$ cat src/rtl/alu_pkg.sv
// ---------------------------------------------------------------------------
// alu_pkg
// Shared definitions for parameterized_alu:
//   - 4-bit opcode encodings for ALU_Func
//   - class_flags_t : packed bundle of the four operation-class flags
// ---------------------------------------------------------------------------
package alu_pkg;

  localparam logic [3:0] OP_ADD  = 4'b0000;
  localparam logic [3:0] OP_SUB  = 4'b0001;
  localparam logic [3:0] OP_MUL  = 4'b0010;
  localparam logic [3:0] OP_DIV  = 4'b0011;
  localparam logic [3:0] OP_AND  = 4'b0100;
  localparam logic [3:0] OP_OR   = 4'b0101;
  localparam logic [3:0] OP_NAND = 4'b0110;
  localparam logic [3:0] OP_NOR  = 4'b0111;
  localparam logic [3:0] OP_XOR  = 4'b1000;
  localparam logic [3:0] OP_XNOR = 4'b1001;
  localparam logic [3:0] OP_EQ   = 4'b1010;
  localparam logic [3:0] OP_GT   = 4'b1011;
  localparam logic [3:0] OP_LT   = 4'b1100;
  localparam logic [3:0] OP_SHR  = 4'b1101;
  localparam logic [3:0] OP_SHL  = 4'b1110;
  localparam logic [3:0] OP_NOP  = 4'b1111;

  // One bit per operation class; at most one is set for any opcode.
  typedef struct packed {
    logic arith;
    logic logic_op;
    logic cmp;
    logic shift;
  } class_flags_t;

endpackage

$ cat src/rtl/alu_class_decode.sv
// ---------------------------------------------------------------------------
// alu_class_decode
// Purely combinational decode of the ALU opcode into its operation class.
// Ports:
//   alu_func : in  [3:0]          opcode
//   flags    : out class_flags_t  {arith, logic_op, cmp, shift}
// The unused opcode (OP_NOP) produces all-zero flags.
// ---------------------------------------------------------------------------
module alu_class_decode
  import alu_pkg::*;
(
  input  logic [3:0]   alu_func,
  output class_flags_t flags
);

  // Map each opcode to exactly one class flag.
  always_comb begin
    flags = '{arith: 1'b0, logic_op: 1'b0, cmp: 1'b0, shift: 1'b0};
    case (alu_func)
      OP_ADD, OP_SUB, OP_MUL, OP_DIV:                   flags.arith    = 1'b1;
      OP_AND, OP_OR, OP_NAND, OP_NOR, OP_XOR, OP_XNOR:  flags.logic_op = 1'b1;
      OP_EQ, OP_GT, OP_LT:                              flags.cmp      = 1'b1;
      OP_SHR, OP_SHL:                                   flags.shift    = 1'b1;
      default:                                          flags.arith    = 1'b0;
    endcase
  end

endmodule

$ cat src/rtl/parameterized_alu.sv
// ---------------------------------------------------------------------------
// parameterized_alu
// N-bit unsigned ALU with a single registered output stage.
// Ports:
//   clk      : in   clock, all state on rising edge
//   rst      : in   synchronous active-high reset
//   ALU_Func : in   [3:0] opcode (see alu_pkg)
//   A, B     : in   [N-1:0] unsigned operands
//   ALU_out  : out  [N-1:0] registered result
//   Carry    : out  registered carry (ADD) / borrow (SUB), 0 otherwise
//   Arith, Logic, CMP, Shift : out  registered operation-class flags
// Results appear one cycle after the inputs are sampled.
// ---------------------------------------------------------------------------
module parameterized_alu
  import alu_pkg::*;
#(
  parameter int N = 16
) (
  input  logic         clk,
  input  logic         rst,
  input  logic [3:0]   ALU_Func,
  input  logic [N-1:0] A,
  input  logic [N-1:0] B,
  output logic [N-1:0] ALU_out,
  output logic         Carry,
  output logic         Arith,
  output logic         Logic,
  output logic         CMP,
  output logic         Shift
);

  localparam logic [N-1:0] ZERO_N = {N{1'b0}};
  localparam logic [N-1:0] ONE_N  = {{(N-1){1'b0}}, 1'b1};
  localparam logic [N-1:0] ONES_N = {N{1'b1}};

  logic [N-1:0] result_s;
  logic         carry_s;
  logic [N:0]   sum_s;
  class_flags_t flags_s;

  // Extended-width sum so the ADD carry is simply its top bit.
  assign sum_s = {1'b0, A} + {1'b0, B};

  alu_class_decode u_class_decode (
    .alu_func (ALU_Func),
    .flags    (flags_s)
  );

  // Datapath: one case per opcode producing next result and carry.
  always_comb begin
    result_s = ZERO_N;
    carry_s  = 1'b0;
    case (ALU_Func)
      OP_ADD: begin
        result_s = sum_s[N-1:0];
        carry_s  = sum_s[N];
      end
      OP_SUB: begin
        result_s = A - B;
        carry_s  = (A < B);
      end
      OP_MUL:  result_s = A * B;
      OP_DIV: begin
        // Divide-by-zero saturates instead of relying on tool-defined behaviour.
        if (B == ZERO_N) begin
          result_s = ONES_N;
        end else begin
          result_s = A / B;
        end
      end
      OP_AND:  result_s = A & B;
      OP_OR:   result_s = A | B;
      OP_NAND: result_s = ~(A & B);
      OP_NOR:  result_s = ~(A | B);
      OP_XOR:  result_s = A ^ B;
      OP_XNOR: result_s = ~(A ^ B);
      OP_EQ:   result_s = (A == B) ? ONE_N : ZERO_N;
      OP_GT:   result_s = (A >  B) ? ONE_N : ZERO_N;
      OP_LT:   result_s = (A <  B) ? ONE_N : ZERO_N;
      OP_SHR:  result_s = {1'b0, A[N-1:1]};
      OP_SHL:  result_s = {A[N-2:0], 1'b0};
      default: result_s = ZERO_N;
    endcase
  end

  // Output register stage; reset clears everything including any pending result.
  always_ff @(posedge clk) begin
    if (rst) begin
      ALU_out <= ZERO_N;
      Carry   <= 1'b0;
      Arith   <= 1'b0;
      Logic   <= 1'b0;
      CMP     <= 1'b0;
      Shift   <= 1'b0;
    end else begin
      ALU_out <= result_s;
      Carry   <= carry_s;
      Arith   <= flags_s.arith;
      Logic   <= flags_s.logic_op;
      CMP     <= flags_s.cmp;
      Shift   <= flags_s.shift;
    end
  end

endmodule

$ cat config.mk
export PLATFORM = sky130hd
export DESIGN_NAME = parameterized_alu
export DESIGN_NICKNAME = d
export VERILOG_FILES = /design/src/rtl/alu_pkg.sv /design/src/rtl/alu_class_decode.sv /design/src/rtl/parameterized_alu.sv
export SDC_FILE = /design/constraint.sdc
export NUM_CORES = 1
export LEC_CHECK = 0
export BUFFER_PORTS_ARGS = -buffer_cell sky130_fd_sc_hd__buf_4
export CAP_MARGIN = 5
export CORE_ASPECT_RATIO = 0.75
export CORE_UTILIZATION = 55
export CTS_CLUSTER_SIZE = 14
export DETAILED_ROUTE_END_ITERATION = 8
export PLACE_DENSITY_LB_ADDON = 0.05
export RECOVER_POWER = 25
export SLEW_MARGIN = 5
export SYNTH_ARGS = -nofsm -noshare
export SYNTH_HDL_FRONTEND = slang
export SYNTH_SLANG_ARGS = --single-unit
$ cat constraint.sdc
create_clock -name clk -period 42.5 [get_ports clk]
set_input_delay 12.75 -clock clk [delete_from_list [all_inputs] [get_ports clk]]
set_output_delay 12.75 -clock clk [all_outputs]
set_load 0.1 [all_outputs]
==> tab_implementation.tex <==
\begin{tabular}{lr}
\hline
Metric & Value \\
\hline
\multicolumn{2}{l}{\textbf{Status}} \\
Outcome & completed \\
\multicolumn{2}{l}{\textbf{Die}} \\
Die X-Extent & 186.9 µm \\
Initial core utilization & 56.20\% \\
Die extent in y & 140.7 µm \\
Core Rows & 50 \\
Total die area & 26280 µm² \\
Floorplan core area & 25090 µm² \\
Total I/O pin count & between 50 and 60 \\
\multicolumn{2}{l}{\textbf{Worst setup path}} \\
Cell repeated most along the worst path & sky130\_fd\_sc\_hd\_\_ha\_1 \\
Nature of the critical path startpoint & input pin \\
Crit Path Max Fanout & 21 \\
Start-to-end type of the worst setup path & in -> reg \\
Worst path slowest cell & sky130\_fd\_sc\_hd\_\_or3\_1 \\
Req. time, crit path & between 40 and 50 ns \\
Crit. Startpoint & B[14] \\
Largest incremental delay on the critical path & about 0.58 ns \\
Arrival time worst endpoint & 40.93 ns \\
Critical Path End Type & register \\
\multicolumn{2}{l}{\textbf{Synthesis}} \\
Sequential element share of the synthesized area & a little under 3\% \\
Gate count after technology mapping & about 2000 \\
Flop and latch count out of synthesis & 21 \\
Most used DFF post-synth & sky130\_fd\_sc\_hd\_\_dfxtp\_1 \\
Count of different cell masters after synthesis & 82 \\
Top-area cell type share of the netlist area & between 20\% and 30\% \\
Cell taking the most area after synthesis & sky130\_fd\_sc\_hd\_\_ha\_1 \\
Ys async rst share & 0\% \\
Post-synthesis instance area & approximately 14000 µm² \\
Dominant cell by count in the synthesized netlist & sky130\_fd\_sc\_hd\_\_ha\_1 \\
Syn Nets & between 2000 and 2500 \\
Avg Synthesized Cell Area & $\sim$7 µm² \\
Number of enable-type register cells in the synthesized netlist & 0 \\
Leading cell types by count after synthesis & sky130\_fd\_sc\_hd\_\_ha\_1 (236), sky130\_fd\_sc\_hd\_\_nor2\_1 (201), sky130\_fd\_sc\_hd\_\_nand2\_1 (192), sky130\_fd\_sc\_hd\_\_inv\_1 (189), sky130\_fd\_sc\_hd\_\_a21oi\_1 (137) \\
Yosys Warn Count & 0 \\
Top cells by area in the synthesized netlist & sky130\_fd\_sc\_hd\_\_ha\_1 (21\%), sky130\_fd\_sc\_hd\_\_fa\_1 (12\%), sky130\_fd\_sc\_hd\_\_nor2\_1 (5.4\%) \\
\multicolumn{2}{l}{\textbf{Global routing}} \\
Sum of overflow across all layers after global routing & 0 \\
Pin count of the biggest net entering global routing & a little over 50 \\
All-layer global routing usage & approximately 40\% \\
Via count of the first global-routing pass & between 10000 and 15000 \\
Initial antenna violation count & 0 \\
Global-route wire length before repair & a little over 80 mm \\
\multicolumn{2}{l}{\textbf{Clocking}} \\
Clock transition time at the flip-flop clock pins of the worst setup and hold paths & around 0.080 ns \\
Number of clock buffers inserted by TritonCTS & 3 \\
\# hold bufs at CTS & 0 \\
Clk buf depth & 2 \\
Clock Sinks & 21 \\
Root buffer cell & sky130\_fd\_sc\_hd\_\_clkbuf\_16 \\
Total number of H-tree levels & 1 \\
Clock tree from TritonCTS & built \\
\multicolumn{2}{l}{\textbf{Min path}} \\
Class of the tightest hold or removal check & in -> reg \\
Hold Path Cell Cnt & 2 \\
Worst Hold End & Shift \\
HP Start & rst \\
\multicolumn{2}{l}{\textbf{STA}} \\
Max Slew Vio Count & 0 \\
Worst slew margin & about 23\% \\
Highest Clock Rate & 24.53 MHz \\
Worst slew pin tran & between 1 and 1.5 ns \\
Finish-stage setup viols & 0 \\
Final Hold Violating Endpoints & 0 \\
Setup TNS after final layout & 0 ns \\
Hold slack & roughly 13 ns \\
Final worst-path cycle share & between 90\% and 100\% \\
Min Tclk post-route & 40.77 ns \\
\multicolumn{2}{l}{\textbf{Routing}} \\
First-iteration detailed-routing DRC count & around 1700 \\
Wirelength per Cell & $\sim$23 µm \\
Total vias in the final route & roughly 15000 \\
Per-cell via count in the routed design & 6.462 \\
First drt pass iteration count & 8 \\
Post-DRT Antenna Nets & 0 \\
Post-route DRC & 0 \\
Wirelength, routed & between 50 and 60 mm \\
\multicolumn{2}{l}{\textbf{Power}} \\
Reported leakage power & roughly 7 nW \\
Cell Pwr Density & 36.24 nW/µm² \\
Maximum vdd drop & about 66 µV \\
\multicolumn{2}{l}{\textbf{Layout}} \\
Area of all sequential standard cells & approximately 420 µm² \\
Layout-stage area growth over the synthesis result & 6.638\% \\
Share of the core filled with cells in the final layout & 59.93\% \\
Net count reported at finish & 2322 \\
Count of filler cells inserted in the layout & approximately 2400 \\
Ratio of cells with drive above 1 in the final layout & 8.601\% \\
Layout Cells excl Fill & approximately 2300 \\
Area of the multi-input gates & between 10000 and 15000 µm² \\
Number of antenna repair diodes & 0 \\
Final design area excluding fillers & 15030 µm² \\
\multicolumn{2}{l}{\textbf{Placement}} \\
Port Buffer Count & 58 \\
Half-perimeter wire length after placement & between 40 and 50 mm \\
Area of placed instances & 14850 µm² \\
Number of cells in the design after placement & 2291 \\
Final weighted congestion in routability-driven placement & a little under 1 \\
\multicolumn{2}{l}{\textbf{Job}} \\
Max-capacitance violation count & 0 \\
\hline
\end{tabular}
flip-flops by register name (all words and copies together) (netlist names):
signal / flops
ALU_out: 16
Carry: 1
CMP: 1
Shift: 1
Arith: 1
Logic: 1
layer usage:
layer  part of all wire, %  track usage [%]
met3                    14            12.60
met1                    45            57.35
met5                     0                0
met4                   3.6            13.07
met2                    38            55.83
how the worst max path moves through the flow:
| stage | cells after the start | end |
|---|---|---|
| after floorplan | 118 | ALU_out[0] |
| after global placement | 114 | ALU_out[0] |
| after detailed placement | 113 | ALU_out[0] |
| after CTS | 113 | ALU_out[0] |
| after global routing | 120 | ALU_out[0] |
| final | 114 | ALU_out[0] |
report_power, final:
group / internal [mW] / switching, mW
clock: 0.0127 / 0.00884
sequential: 0.0223 / 0.000793
combinational: 0.190 / 0.310
through the flow:
step / worst slack, ns / power, mW
floorplan: 3.265 / 0.3635
global placement: 0.5405 / 0.4969
detailed placement: -0.1554 / 0.5037
CTS: 0.01339 / 0.5289
global route: -0.02009 / 0.5896
finish: 1.728 / 0.5449
placed cells by master (no fill, tap or decap), types with 12 or more instances in the layout:
cell type                  instances
sky130_fd_sc_hd__nand3_1          42
sky130_fd_sc_hd__o21bai_1         13
sky130_fd_sc_hd__xor2_1           36
sky130_fd_sc_hd__nand2b_1         19
sky130_fd_sc_hd__a31oi_1          21
sky130_fd_sc_hd__buf_4            80
sky130_fd_sc_hd__o211ai_1         16
sky130_fd_sc_hd__ha_1            236
sky130_fd_sc_hd__mux2_2           26
sky130_fd_sc_hd__o21a_1           31
sky130_fd_sc_hd__or2_2            17
sky130_fd_sc_hd__nand2_1         191
sky130_fd_sc_hd__fa_1             82
sky130_fd_sc_hd__nor2_1          201
sky130_fd_sc_hd__inv_1           188
sky130_fd_sc_hd__dfxtp_1          21
sky130_fd_sc_hd__nor4_1           12
sky130_fd_sc_hd__xnor2_1          86
sky130_fd_sc_hd__nor2b_1          21
sky130_fd_sc_hd__and2_1           12
sky130_fd_sc_hd__o21ai_0         114
sky130_fd_sc_hd__a21oi_1         136
sky130_fd_sc_hd__a21o_1           32
sky130_fd_sc_hd__or3_1            27
sky130_fd_sc_hd__nor3_1           50
worst max-delay path, delay by kind of cell:
kind            cells  cell delay, ns
compound gates     48           12.51
fa+ha+maj          15            4.78
buf+inv            10            1.52
mux                 6            2.18
simple gates       35            7.10
cell families after synthesis:
logic type,synth area share [%]
and+or+nand+nor,21.04
AOI/OAI and AO/OA,25.17
adders and majority gates,32.59
buffers and inverters,7.535
xor gates and xnor gates,7.579
muxes,3.106
DFF,2.982
final cells by class:
class,instances,area share [%]
Multi-Input combinational cell,1654,84.70
Inverter,196,4.918
Timing Repair Buffer,90,4.244
Tap cell,338,2.813
Sequential cell,21,2.796
Clock buffer,3,0.4993
Clock inverter,1,0.03329
repair_timing:
action / CTS / global route
setup buffers: 0 / 7
setup endpoints to repair: 0 / 2
gates resized for setup: 0 / 20
Power figures use the tool's default switching activity.
